### src/rtl/log_perf_pkg.sv
// Shared widths and FSM state type for the log/perf sideband controller.
package log_perf_pkg;

  localparam int LP_TIMER_W    = 64;
  localparam int LP_INTERVAL_W = 32;

  typedef enum logic [1:0] {
    RUN   = 2'd0,
    DUMP  = 2'd1,
    CLEAN = 2'd2,
    HALT  = 2'd3
  } log_perf_state_e;

endpackage

### src/rtl/log_perf_if.sv
// Log/perf sideband bundle: host config/requests in, timer/window/strobes out.
interface log_perf_if
  import log_perf_pkg::*;
#(
  parameter int TIMER_W    = LP_TIMER_W,
  parameter int INTERVAL_W = LP_INTERVAL_W
);

  logic [TIMER_W-1:0]    log_begin;
  logic [TIMER_W-1:0]    log_end;
  logic [INTERVAL_W-1:0] perf_interval;
  logic                  dump_req;
  logic                  clean_req;
  logic                  finish;
  logic [TIMER_W-1:0]    timer;
  logic                  logEnable;
  logic                  clean;
  logic                  dump;
  logic                  halted;

  modport master (
    output log_begin, log_end, perf_interval, dump_req, clean_req, finish,
    input  timer, logEnable, clean, dump, halted
  );

  modport slave (
    input  log_begin, log_end, perf_interval, dump_req, clean_req, finish,
    output timer, logEnable, clean, dump, halted
  );

endinterface

### src/rtl/log_perf_interval_timer.sv
// Periodic-dump down-counter: reloads perf_interval-1 on reset and on each fire.
// perf_interval==0 parks the counter at zero without firing.
module perf_interval_timer #(
  parameter int INTERVAL_W = 32
) (
  input  logic                  clock,
  input  logic                  reset,
  input  logic [INTERVAL_W-1:0] perf_interval_i,
  output logic                  fire_o
);

  logic [INTERVAL_W-1:0] cnt_q, cnt_d, reload;
  logic                  ivl_zero;

  assign ivl_zero = (perf_interval_i == '0);
  assign reload   = ivl_zero ? '0 : perf_interval_i - INTERVAL_W'(1);
  assign fire_o   = (cnt_q == '0) && !ivl_zero;

  always_comb begin
    cnt_d = cnt_q;
    if (fire_o) begin
      cnt_d = reload;
    end else if (cnt_q != '0) begin
      cnt_d = cnt_q - INTERVAL_W'(1);
    end
  end

  always_ff @(posedge clock) begin
    if (reset) begin
      cnt_q <= reload;
    end else begin
      cnt_q <= cnt_d;
    end
  end

endmodule

### src/rtl/log_perf_ctrl.sv
// Log/perf sideband controller: cycle timer, log window, one-cycle dump/clean strobes, final halt.
// Define LOG_PERF_CLEAN_AFTER_DUMP_EN to follow every non-final dump with a clean strobe.
module log_perf_ctrl
  import log_perf_pkg::*;
#(
  parameter int TIMER_W    = LP_TIMER_W,
  parameter int INTERVAL_W = LP_INTERVAL_W
) (
  input logic       clock,
  input logic       reset,
  log_perf_if.slave bus
);

  logic [TIMER_W-1:0] timer_q, timer_d;
  logic               log_en_q, log_en_d;
  log_perf_state_e    state_q, state_d;
  logic               final_q, final_d;
  logic               fin_pend_q, fin_pend_d;
  logic               pend_dump_q, pend_dump_d;
  logic               pend_clean_q, pend_clean_d;
  logic               dump_q, clean_q, halted_q;
  logic               fire;

  perf_interval_timer #(.INTERVAL_W(INTERVAL_W)) u_interval (
    .clock          (clock),
    .reset          (reset),
    .perf_interval_i(bus.perf_interval),
    .fire_o         (fire)
  );

  // Window is evaluated on the next timer value so the registered flag lines up with timer_q.
  assign timer_d  = timer_q + TIMER_W'(1);
  assign log_en_d = (timer_d >= bus.log_begin) && (timer_d < bus.log_end);

  always_comb begin
    state_d      = state_q;
    final_d      = final_q;
    fin_pend_d   = fin_pend_q;
    pend_dump_d  = pend_dump_q;
    pend_clean_d = pend_clean_q;

    if (state_q != HALT) begin
      if (bus.dump_req || (fire && state_q != RUN)) pend_dump_d = 1'b1;
      if (bus.clean_req && state_q != CLEAN)        pend_clean_d = 1'b1;
      if (bus.finish && state_q != RUN)             fin_pend_d = 1'b1;
    end

    unique case (state_q)
      RUN: begin
        if (bus.finish || fin_pend_q) begin
          state_d = DUMP;
          final_d = 1'b1;
        end else if (fire || bus.dump_req || pend_dump_q) begin
          state_d = DUMP;
        end else if (bus.clean_req || pend_clean_q) begin
          state_d = CLEAN;
        end
      end
      DUMP: begin
        if (final_q) begin
          state_d = HALT;
        end else begin
`ifdef LOG_PERF_CLEAN_AFTER_DUMP_EN
          state_d = CLEAN;
`else
          state_d = RUN;
`endif
        end
      end
      CLEAN:   state_d = RUN;
      default: state_d = HALT;
    endcase

    if (state_d == DUMP && state_q != DUMP) begin
      pend_dump_d = 1'b0;
      if (final_d) fin_pend_d = 1'b0;
    end
    if (state_d == CLEAN && state_q != CLEAN) pend_clean_d = 1'b0;
  end

  always_ff @(posedge clock) begin
    if (reset) begin
      timer_q      <= '0;
      log_en_q     <= 1'b0;
      state_q      <= RUN;
      final_q      <= 1'b0;
      fin_pend_q   <= 1'b0;
      pend_dump_q  <= 1'b0;
      pend_clean_q <= 1'b0;
      dump_q       <= 1'b0;
      clean_q      <= 1'b0;
      halted_q     <= 1'b0;
    end else begin
      timer_q      <= timer_d;
      log_en_q     <= log_en_d;
      state_q      <= state_d;
      final_q      <= final_d;
      fin_pend_q   <= fin_pend_d;
      pend_dump_q  <= pend_dump_d;
      pend_clean_q <= pend_clean_d;
      dump_q       <= (state_d == DUMP);
      clean_q      <= (state_d == CLEAN);
      halted_q     <= (state_d == HALT);
    end
  end

  assign bus.timer     = timer_q;
  assign bus.logEnable = log_en_q;
  assign bus.dump      = dump_q;
  assign bus.clean     = clean_q;
  assign bus.halted    = halted_q;

endmodule

### src/flat_wrapper.sv
// flat-port wrapper written by rule: the top's interface ports become plain ports
module log_perf_ctrl_flat import log_perf_pkg::*;
#(
  parameter int TIMER_W    = LP_TIMER_W,
  parameter int INTERVAL_W = LP_INTERVAL_W
)
  (clock, reset, bus_log_begin, bus_log_end, bus_perf_interval, bus_dump_req, bus_clean_req, bus_finish, bus_timer, bus_logEnable, bus_clean, bus_dump, bus_halted);
  log_perf_if #(.TIMER_W(TIMER_W), .INTERVAL_W(INTERVAL_W)) bus_i ();
  input logic clock;
  input logic reset;
  input wire logic [$bits(bus_i.log_begin)-1:0] bus_log_begin;
  input wire logic [$bits(bus_i.log_end)-1:0] bus_log_end;
  input wire logic [$bits(bus_i.perf_interval)-1:0] bus_perf_interval;
  input wire logic [$bits(bus_i.dump_req)-1:0] bus_dump_req;
  input wire logic [$bits(bus_i.clean_req)-1:0] bus_clean_req;
  input wire logic [$bits(bus_i.finish)-1:0] bus_finish;
  output wire logic [$bits(bus_i.timer)-1:0] bus_timer;
  output wire logic [$bits(bus_i.logEnable)-1:0] bus_logEnable;
  output wire logic [$bits(bus_i.clean)-1:0] bus_clean;
  output wire logic [$bits(bus_i.dump)-1:0] bus_dump;
  output wire logic [$bits(bus_i.halted)-1:0] bus_halted;
  assign bus_i.log_begin = bus_log_begin;
  assign bus_i.log_end = bus_log_end;
  assign bus_i.perf_interval = bus_perf_interval;
  assign bus_i.dump_req = bus_dump_req;
  assign bus_i.clean_req = bus_clean_req;
  assign bus_i.finish = bus_finish;
  assign bus_timer = bus_i.timer;
  assign bus_logEnable = bus_i.logEnable;
  assign bus_clean = bus_i.clean;
  assign bus_dump = bus_i.dump;
  assign bus_halted = bus_i.halted;
  log_perf_ctrl #(.TIMER_W(TIMER_W), .INTERVAL_W(INTERVAL_W)) u_core (.clock(clock), .reset(reset), .bus(bus_i));
endmodule
### config.mk
export PLATFORM = sky130hd
export DESIGN_NAME = log_perf_ctrl_flat
export DESIGN_NICKNAME = d
export VERILOG_FILES = /design/src/rtl/log_perf_pkg.sv /design/src/rtl/log_perf_if.sv /design/src/rtl/log_perf_interval_timer.sv /design/src/rtl/log_perf_ctrl.sv /design/src/flat_wrapper.sv
export SDC_FILE = /design/constraint.sdc
export NUM_CORES = 1
export LEC_CHECK = 0
export ABC_AREA = 1
export CORE_ASPECT_RATIO = 0.6
export CORE_MARGIN = 10
export CORE_UTILIZATION = 55
export CTS_CLUSTER_DIAMETER = 200
export CTS_CLUSTER_SIZE = 16
export DETAILED_ROUTE_END_ITERATION = 8
export MAX_ROUTING_LAYER = met4
export PLACE_DENSITY = 0.89
export SLEW_MARGIN = 30
export SYNTH_ARGS = -nofsm -noshare
export SYNTH_HDL_FRONTEND = slang
export SYNTH_HIERARCHICAL = 1
export SYNTH_SLANG_ARGS = --single-unit
### constraint.sdc
create_clock -name clock -period 5.3 [get_ports clock]
set_input_delay 1.325 -clock clock [delete_from_list [all_inputs] [get_ports clock]]
set_output_delay 1.325 -clock clock [all_outputs]
set_load 0.02 [all_outputs]
# After elaboration in Yosys (flattened, before gate mapping)
# Cells that the tools add are included.
[word_totals]
regBits = 106
input_bits = 165
output_inout_bits = 68
wordCells = 62
[op_classes]
n_addsub = 3
n_lt_le_gt_ge = 2
eq_ne = 8
n_mux = 15
reduce_logical = 23
[op_table]
columns = ["cell", "count"]
rows = [
  ["$mux W32", 4],
  ["$add A64 B1 Y64 const B", 1],
  ["$ge A64 B64 Y1", 1],
  ["$logic_not A32 Y1", 2],
  ["$lt A64 B64 Y1", 1],
  ["$sub A32 B1 Y32 const B", 2],
  ["$reduce_bool A32 Y1", 1],
  ["$mux W2", 4],
  ["$logic_and A1 B1 Y1", 7],
  ["$eq A2 B2 Y1 const B", 3],
  ["$mux W1", 6],
  ["$pmux W2 S3", 1],
  ["$logic_or A1 B1 Y1", 5],
  ["$eq A2 B1 Y1 const B", 2],
  ["$ne A2 B2 Y1 const B", 2],
  ["$reduce_and A2 Y1", 2],
  ["$reduce_or A2 Y1", 2],
  ["$reduce_bool A3 Y1", 1],
  ["$logic_not A2 Y1", 1],
  ["$ne A2 B1 Y1 const B", 1],
  ["$reduce_bool A2 Y1", 1],
  ["$logic_not A1 Y1", 1],
]

# Depth between registers and ports, before layout
# Gate-level depths: netlist of the first run.
[logic_depth]
word_depth = 11
mapped_depth = 23
mapped_depth_nobuf = 23

# Cells and area by module
# Netlist of the first run, hierarchy kept.
[modules_own_cells]
columns = ["mod", "instances", "cells_per_inst", "area_each_um2"]
rows = [
  ["log_perf_ctrl", 1, 1147, 7344.5],
  ["perf_interval_timer", 1, 528, 3301.9],
]

# Worst setup path before layout of the first run
# OpenSTA, ideal clock, no wires.
[synth_timing]
kind = "input to register"
startpoint = "input bus_perf_interval[0]"
endpoint = "register u_core.u_interval.cnt_q[0] (enable)"
setup_ns = 0.561
arrival_ns = 3.238
slack_ns = 1.501
cell_stages = 10
path_cell_list = "inv_1 -> ha_1 -> nand2_2 -> nor2_4 -> nand4_4 -> nand2_4 -> nand2_4 -> inv_6 -> buf_6 -> nand3_1"
[synth_between]
elab_chain_cells = 4
[synth_lines]
columns = ["item", "line", "rtl"]
rows = [
  ["start: declaration", "flat_wrapper.sv:13", "input wire logic [$bits(bus_i.perf_interval)-1:0] bus_perf_interval;"],
  ["$logic_not A32 Y1", "log_perf_interval_timer.sv:15", "assign ivl_zero = (perf_interval_i == '0);"],
  ["$logic_not A1 Y1", "log_perf_interval_timer.sv:17", "assign fire_o = (cnt_q == '0) && !ivl_zero;"],
  ["$logic_and A1 B1 Y1", "log_perf_interval_timer.sv:17", ""],
  ["$reduce_bool A3 Y1 (no source line)", "n/a", ""],
  ["end signal: assignment", "log_perf_interval_timer.sv:30", "cnt_q <= reload;"],
  ["end signal: assignment", "log_perf_interval_timer.sv:32", "cnt_q <= cnt_d;"],
  ["end: declaration", "log_perf_interval_timer.sv:12", "logic [INTERVAL_W-1:0] cnt_q, cnt_d, reload;"],
]
# No other way between the ends.
# A chain may end at the register's enable or synchronous reset.

# Worst setup path in the final report of the first run
[layout_timing]
startpoint = "register u_core.timer_q[0], in the netlist u_core/bus.timer[0]"
endpoint = "register u_core.log_en_q, in the netlist u_core/bus.logEnable"
[layout_between]
elab_chain_cells = 3
word_cells_on_any_way = 4
[layout_lines]
columns = ["item", "line", "rtl"]
rows = [
  ["start: declaration", "log_perf_ctrl.sv:14", "logic [TIMER_W-1:0] timer_q, timer_d;"],
  ["start signal: assignment", "log_perf_ctrl.sv:94", "timer_q <= timer_d;"],
  ["$add A64 B1 Y64 *", "log_perf_ctrl.sv:32", "assign timer_d = timer_q + TIMER_W'(1);"],
  ["named net u_core.timer_d[58]", "log_perf_ctrl.sv:14", ""],
  ["$ge A64 B64 Y1 / $lt A64 B64 Y1 (equally long branches)", "log_perf_ctrl.sv:33", "assign log_en_d = (timer_d >= bus.log_begin) && (timer_d < bus.log_end);"],
  ["$logic_and A1 B1 Y1 *", "log_perf_ctrl.sv:33", ""],
  ["end signal: assignment", "log_perf_ctrl.sv:95", "log_en_q <= log_en_d;"],
  ["end: declaration", "log_perf_ctrl.sv:15", "logic log_en_q, log_en_d;"],
]
# The timed path passes the listed nets; every way through them passes the cells marked *.

==> results.toml, run 1 <==
[worst_hold_path]
kind_of_path_behind_the_tightest_hold_check = "flip-flop to flip-flop"
min_from = "u_core/final_q"

[detailed_routing]
routed-via-count = 11800
postRouteAntennaNets = 0
routed.top_layer = "met4"
drt_pass1_iterations = 6
drt_iter0_markers = 1577
met1_length_um = 18800
routed_wirelength_um = 41000
dr_drc_count = 0
vias_per_cell = 5.49
detailroute.wirelength.met2_um = 14900
detailroute.wirelength.met3_um = 6860
drt-wirelength-per-cell_um = 19.0

[final_layout]
fillCellCount = 1602
footprint_of_the_multi_input_gates_mm2 = 0.00695
layout-drive-gt1-share_pct = 3.40
layout.core_utilization_pct = 71.2
final_cell_area_mm2 = 0.0135
flow.area_growth_from_synthesis_pct = 27.3
antenna_fix_cells = 0
register_area_mm2 = 0.00244
num-nets-final = 2203
final_cell_count_no_fill = 2157

[power]
total_power_uw = 2120
sequentialPowerShare_pct = 43.0
power-per-cell-area_mw_per_mm2 = 157
p_sw_share_pct = 27.4
power.leakage_uw = 0.00679
worst_ir_drop_vdd_mv = 0.131
power.combinational.fraction_pct = 21.2
total_switching_power_uw = 582
cellInternalPower_uw = 1540
clock_power_share_pct = 35.8

[sta]
rsz0062_at_grt = "false"
final-hold-violation-count = 0
timing.clock.skew_ns = 0.00816
final_report_max_slew_violation_count = 0
fin_tns_setup_ns = 0
final_period_minus_worst_setup_slack_ns = 3.87
period_share_pct = 73.0
fmax_mhz = 259
report.final.setup_viol = 0
tightest_slew_ns = 0.976
slew-limit-headroom_pct = 34.9

[synthesis]
synthCells = 1675
synth.largest_area_cell = "sky130_fd_sc_hd__ha_1"
yosys-top-cells-area = "sky130_fd_sc_hd__ha_1 15%, sky130_fd_sc_hd__nand2_1 14%, sky130_fd_sc_hd__dfxtp_1 14%"
average_footprint_of_a_synthesized_cell_um2 = 6.36
mappedNetlistArea_mm2 = 0.0106
synth_warnings = 6
synth-seq-cells = 106
ys_types = 39
area_share_of_the_leading_cell_type_in_the_synthesized_netlist_pct = 15.4
synth.yosys.seq_area_share_pct = 22.9
synthesis.nets = 1971

[grt]
grt_max_degree = 65
initial_antenna_violation_count = 0
grt_overflow_total = 0
grt_pass1_vias = 11000
gr-usage-all-layers_pct = 32.3
grt_first_pass_wirelength_um = 62000

[setup_path]
worst_ep_required_time_ns = 5.55
start_kind = "flip-flop"
cp_data_arrival_time_ns = 4.12
worst_setup_path_startpoint = "u_core/bus.timer[0]"
criticalPathCategory = "flip-flop to flip-flop"
critical_path.max_fanout = 6
crit_path_end_kind = "flip-flop"
critical_path.reg2reg.startpoint = "u_core/bus.timer[0]"

[clocking]
numClockSinks = 106
htree_num_levels = 3
cts_hold_repair.buffers = 0
worst_setup_hold_path_clk_slew_ns = 0.07
cts_resized = 0
clk_path_buf_depth = 2
cts_tree = "yes"
clock_insertion_delay_at_the_later_pin_of_the_skew_report_ns = 0.35
cts_buffers = 9
post_cts_buffers = 0
ctsRootBufferMaster = "sky130_fd_sc_hd__clkbuf_16"

[place]
numPlacedInstances = 2142
hpwlAfterDp_um = 35100
placement.cell_area_mm2 = 0.0132
port-buffer-count = 232
place_congestion = 1.07

[status]
outcome = "completed"

[floorplan]
floorplan.rows = 39
fp.coreArea_mm2 = 0.0190
dieArea_mm2 = 0.0255
effective_utilization_at_floorplan_pct = 55.9
die_h_um = 128
num_io_pins = 233
dieWidth_um = 200

[job]
timing.max_cap.violations = 0
## worst paths after layout
kind,endpoint,slack (ns),cells after the start
max reg2reg,u_core/bus.logEnable,1.43,20
min,u_core/final_q,0.47,2
max,u_core/bus.logEnable,1.43,20
min reg2reg,u_core/final_q,0.47,2
## registers in the layout, summed over array words and instances (netlist names)
signal,flops
u_core/state_q,2
u_core/pend_dump_q,1
u_core/bus.clean,1
u_core/pend_clean_q,1
u_core/bus.dump,1
u_core/bus.logEnable,1
u_core/fin_pend_q,1
u_core/final_q,1
u_core/bus.timer,64
u_core/u_interval/cnt_q,32
u_core/bus.halted,1
## cell families after synthesis
logic type,after synthesis,share of synthesized area (%)
adders and majority gates,131,15.4
AOI/OAI and AO/OA,117,5.98
buffers and inverters,325,11.7
and+or+nand+nor,909,36.7
DFF,106,22.9
xor gates and xnor gates,87,7.23
## worst max-delay path: stages, from the launching register on
cell                      delay, ns
sky130_fd_sc_hd__dfxtp_1       0.44
sky130_fd_sc_hd__ha_1          0.20
sky130_fd_sc_hd__nand2_1       0.10
sky130_fd_sc_hd__nor2_4        0.20
sky130_fd_sc_hd__nand2_4       0.12
sky130_fd_sc_hd__inv_2         0.08
sky130_fd_sc_hd__nand2_2       0.10
sky130_fd_sc_hd__nor2_2        0.14
sky130_fd_sc_hd__nand3_1       0.21
sky130_fd_sc_hd__nor2_1        0.20
sky130_fd_sc_hd__xor2_1        0.25
sky130_fd_sc_hd__inv_1         0.10
sky130_fd_sc_hd__ha_1          0.30
sky130_fd_sc_hd__nand4_1       0.10
sky130_fd_sc_hd__nor3_1        0.29
sky130_fd_sc_hd__nand3_1       0.33
sky130_fd_sc_hd__or2_2         0.39
sky130_fd_sc_hd__nand2_1       0.06
sky130_fd_sc_hd__nor2_1        0.04
sky130_fd_sc_hd__nand2_1       0.07
sky130_fd_sc_hd__nor2_1        0.04
## per-stage QoR
stage	hold slack, ns	worst slack [ns]
after floorplan	0.434	1.50
after detailed placement	0.462	1.25
final	0.470	1.43
after CTS	0.478	1.61
after global routing	0.492	1.17
after global placement	0.445	1.35
## area by class of cell
| type | instances | area share [%] |
|---|---|---|
| Clock buffer | 11 | 1.95 |
| Clock inverter | 4 | 0.536 |
| Inverter | 312 | 8.68 |
| Multi-Input combinational cell | 1244 | 51.3 |
| Sequential cell | 106 | 18.0 |
| Tap cell | 246 | 2.27 |
| Timing Repair Buffer | 234 | 17.2 |
## synth_stat cells, drive strengths merged
master and count:
nand2 407, nor2 327, inv 312, ha 131, dfxtp 74, nand3 71, a21oi 62, xor2 59
nand4 52, o21ai 36, edfxtp 32, nor3 28, xnor2 28, and2 10, o21bai 9, clkbuf 7
or2 7, buf 6, o21a 4, nand3b 3, a211oi 2, a21o 2, and3 2, o211ai 2
nor3b 1, nor4 1
## metal layers
layer / up-vias / GRT usage [%]
met5: - / -
met4: 0 / 4.26
met3: 38 / 15.0
met2: 705 / 40.3
met1: 5386 / 46.2
li1: 5712 / -
## power by group through the flow
stage          clock network [uW]  registers [uW]  logic (uW)
6_report                      759             912         449
5_1_grt                       795             915         496
4_1_cts                       765             910         441
3_5_place_dp                    0             929         436
3_3_place_gp                    0             927         428
2_1_floorplan                   0             921         223
## cell usage in the layout (no fill, tap or decap), drive strengths merged
master         Yosys  layout
nor3b              1       1
inv              312     312
o21a               4       4
buf                6       3
clkbuf             7      11
clkinv             0       1
nand2            407     407
o211ai             2       2
a21o               2       2
dfxtp             74      74
nor2             327     327
ha               131     131
o21ai             36      36
bufinv             0       2
xor2              59      59
and3               2       2
a21oi             62      62
nand4             52      52
nor4               1       1
o21bai             9       9
xnor2             28      28
edfxtp            32      32
clkdlybuf4s50      0     231
clkinvlp           0       1
or2                7       7
a211oi             2       2
nand3             71      71
nor3              28      28
and2              10      10
nand3b             3       3
No activity file was read; power rests on OpenSTA's default activity.
==> run 2, diff against run 1 <==
CORE_UTILIZATION = 53   (was 55)
PLACE_DENSITY = 0.86   (was 0.89)
clock period = 4 ns   (was 5.3 ns; I/O delays follow)
==> run 2 against run 1 <==
  * Wire length is 1.1% lower
  * Sequential power is 33% higher
  * Global-route usage is 1.7 points lower
  * Sequential share of layout area is 0.12 points lower
  * Fmax is 1.5% higher
  * Die area is 3.3% higher
  * Setup slack worse by 1.2 ns
  * Flip-flop and latch count stayed put
  * Register-to-register slack worse by 1.2 ns
  * Clock skew is 0.0020 ns higher
  * Final area is 0.69% higher
  * Critical path depth is 4 lower
  * Critical endpoint unchanged
  * Highest routed layer unchanged
==> results.toml, run 2 (synthesis gave the netlist of run 1 again) <==
[setup_path]
criticalPathCategory = "flip-flop to flip-flop"
worst_ep_required_time_ns = 4.26
timing.critical_path.slowest_cell_delay_ns = 0.43
critical_path.most_common_cell = "sky130_fd_sc_hd__nand2_1"
critical_path.max_fanout = 6
critical_path.cell_chain = "and3_1, nand2_1, nor2_2, nand2_1, nor2_1, xnor2_1, inv_1, ha_1, nand2_1, nor3_1, nand3_1, or2_2, nand2_1, nor2_1, nand2_1, nor2_1"
crit_slowest_cell = "sky130_fd_sc_hd__dfxtp_1"
path_buf_inv = 1
worst_path_dominant_cell_family = "simple AND/OR/NAND/NOR gates"
cp_data_arrival_time_ns = 4.07
start_kind = "flip-flop"
crit_path_end_kind = "flip-flop"

[detailed_routing]
dr_drc_count = 0
vias_per_cell = 5.34
drt_pass1_iterations = 5
routed_wirelength_um = 40500
postRouteAntennaNets = 0
drt_iter0_markers = 1362
drt-wirelength-per-cell_um = 18.5
routed-via-count = 11700

[floorplan]
floorplan.rows = 40
fp.coreArea_mm2 = 0.0199
num_io_pins = 233
dieArea_mm2 = 0.0263
dieWidth_um = 203
die_h_um = 130
effective_utilization_at_floorplan_pct = 53.6

[clocking]
ctsRootBufferMaster = "sky130_fd_sc_hd__clkbuf_16"
cts_resized = 0
cts_tree = "yes"
htree_num_levels = 3
post_cts_buffers = 0
clk_path_buf_depth = 2
worst_setup_hold_path_clk_slew_ns = 0.07
numClockSinks = 106
clock_insertion_delay_at_the_later_pin_of_the_skew_report_ns = 0.36
cts_hold_repair.buffers = 0
cts_buffers = 9

[grt]
grt_max_degree = 65
grt_pass1_vias = 10900
initial_antenna_violation_count = 0
grt_first_pass_wirelength_um = 60900
gr-usage-all-layers_pct = 30.6
grt_overflow_total = 0

[final_layout]
fillCellCount = 1697
layout-drive-gt1-share_pct = 3.65
mostFrequentLayoutCells = "399 x sky130_fd_sc_hd__nand2_1, 309 x sky130_fd_sc_hd__inv_1, 303 x sky130_fd_sc_hd__nor2_1, 231 x sky130_fd_sc_hd__clkdlybuf4s50_1, 131 x sky130_fd_sc_hd__ha_1"
num-nets-final = 2207
most_common_cell_after_layout_fill_and_taps_aside = "sky130_fd_sc_hd__nand2_1"
flow.area_growth_from_synthesis_pct = 28.1
antenna_fix_cells = 0
largest_register_ffs = 64

[job]
timing.max_cap.violations = 0

[sta]
tightest_slew_ns = 0.739
report.final.setup_viol = 0
slew-limit-headroom_pct = 50.7
timing.clock.skew_ns = 0.0102
fin_hold_ws_ns = 0.472
fin_tns_setup_ns = 0
rsz0062_at_grt = "false"
period_share_pct = 95.2
final-hold-violation-count = 0
final_report_max_slew_violation_count = 0
fmax_mhz = 262
final_period_minus_worst_setup_slack_ns = 3.81

[place]
hpwlAfterDp_um = 34900
port-buffer-count = 232
place_congestion = 1.07

[power]
worst_ir_drop_vdd_mv = 0.222
total_switching_power_uw = 783
sequentialPowerShare_pct = 42.9
cellInternalPower_uw = 2040
p_sw_share_pct = 27.8
power.combinational.fraction_pct = 21.3
power.leakage_uw = 0.00682
power-per-cell-area_mw_per_mm2 = 207
clock_power_share_pct = 35.8

[worst_hold_path]
kind_of_path_behind_the_tightest_hold_check = "flip-flop to flip-flop"

[status]
outcome = "completed"
run 2: tightest hold or removal path, cell delays in order (launching register included):
cell and delay [ns]:
sky130_fd_sc_hd__dfxtp_1 0.31, sky130_fd_sc_hd__inv_1 0.05, sky130_fd_sc_hd__a211oi_1 0.06
run 2: through the flow:
stage	cell area [um2]	util, %	power [uW]	setup WS [ns]	cells
after floorplan	10600	-	1520	0.526	1675
after global placement	13300	66.9	1800	0.336	2173
after detailed placement	13300	66.9	1810	0.286	2173
after CTS	13600	68.6	2820	0.258	2189
after global routing	13600	68.7	2950	0.0749	2189
final	13600	68.7	2820	0.190	2189
run 2: final timing paths:
| path | startpoint | to | slack [ns] | cells after the start |
|---|---|---|---|---|
| max | u_core/bus.timer[0] | u_core/bus.logEnable | 0.19 | 16 |
| min | u_core/fin_pend_q | u_core/fin_pend_q | 0.47 | 2 |
| max reg2reg | u_core/bus.timer[0] | u_core/bus.logEnable | 0.19 | 16 |
| min reg2reg | u_core/fin_pend_q | u_core/fin_pend_q | 0.47 | 2 |
run 2: power by group through the flow:
stage | Clock [uW] | Sequential, uW | Combinational [uW]
2_1_floorplan | 0 | 1220 | 295
3_3_place_gp | 0 | 1230 | 572
5_1_grt | 1070 | 1210 | 663
4_1_cts | 1020 | 1210 | 588
3_5_place_dp | 0 | 1230 | 583
6_report | 1010 | 1210 | 601
run 2: per-layer routing:
metal	share of wire (%)	track usage [%]	up-vias
met4	1.1	4.93	0
met2	36	38.1	689
met1	48	44.4	5256
li1	-	-	5717
met3	15	12.6	30
met5	0	-	-
run 2: cell type report:
cell class / instances / area, um2 / area share (%)
Timing Repair Buffer: 238 / 2370 / 17.4
Inverter: 312 / 1180 / 8.62
Tap cell: 273 / 342 / 2.50
Sequential cell: 106 / 2440 / 17.9
Multi-Input combinational cell: 1244 / 6960 / 51.0
Clock buffer: 14 / 307 / 2.25
Clock inverter: 2 / 37.5 / 0.275
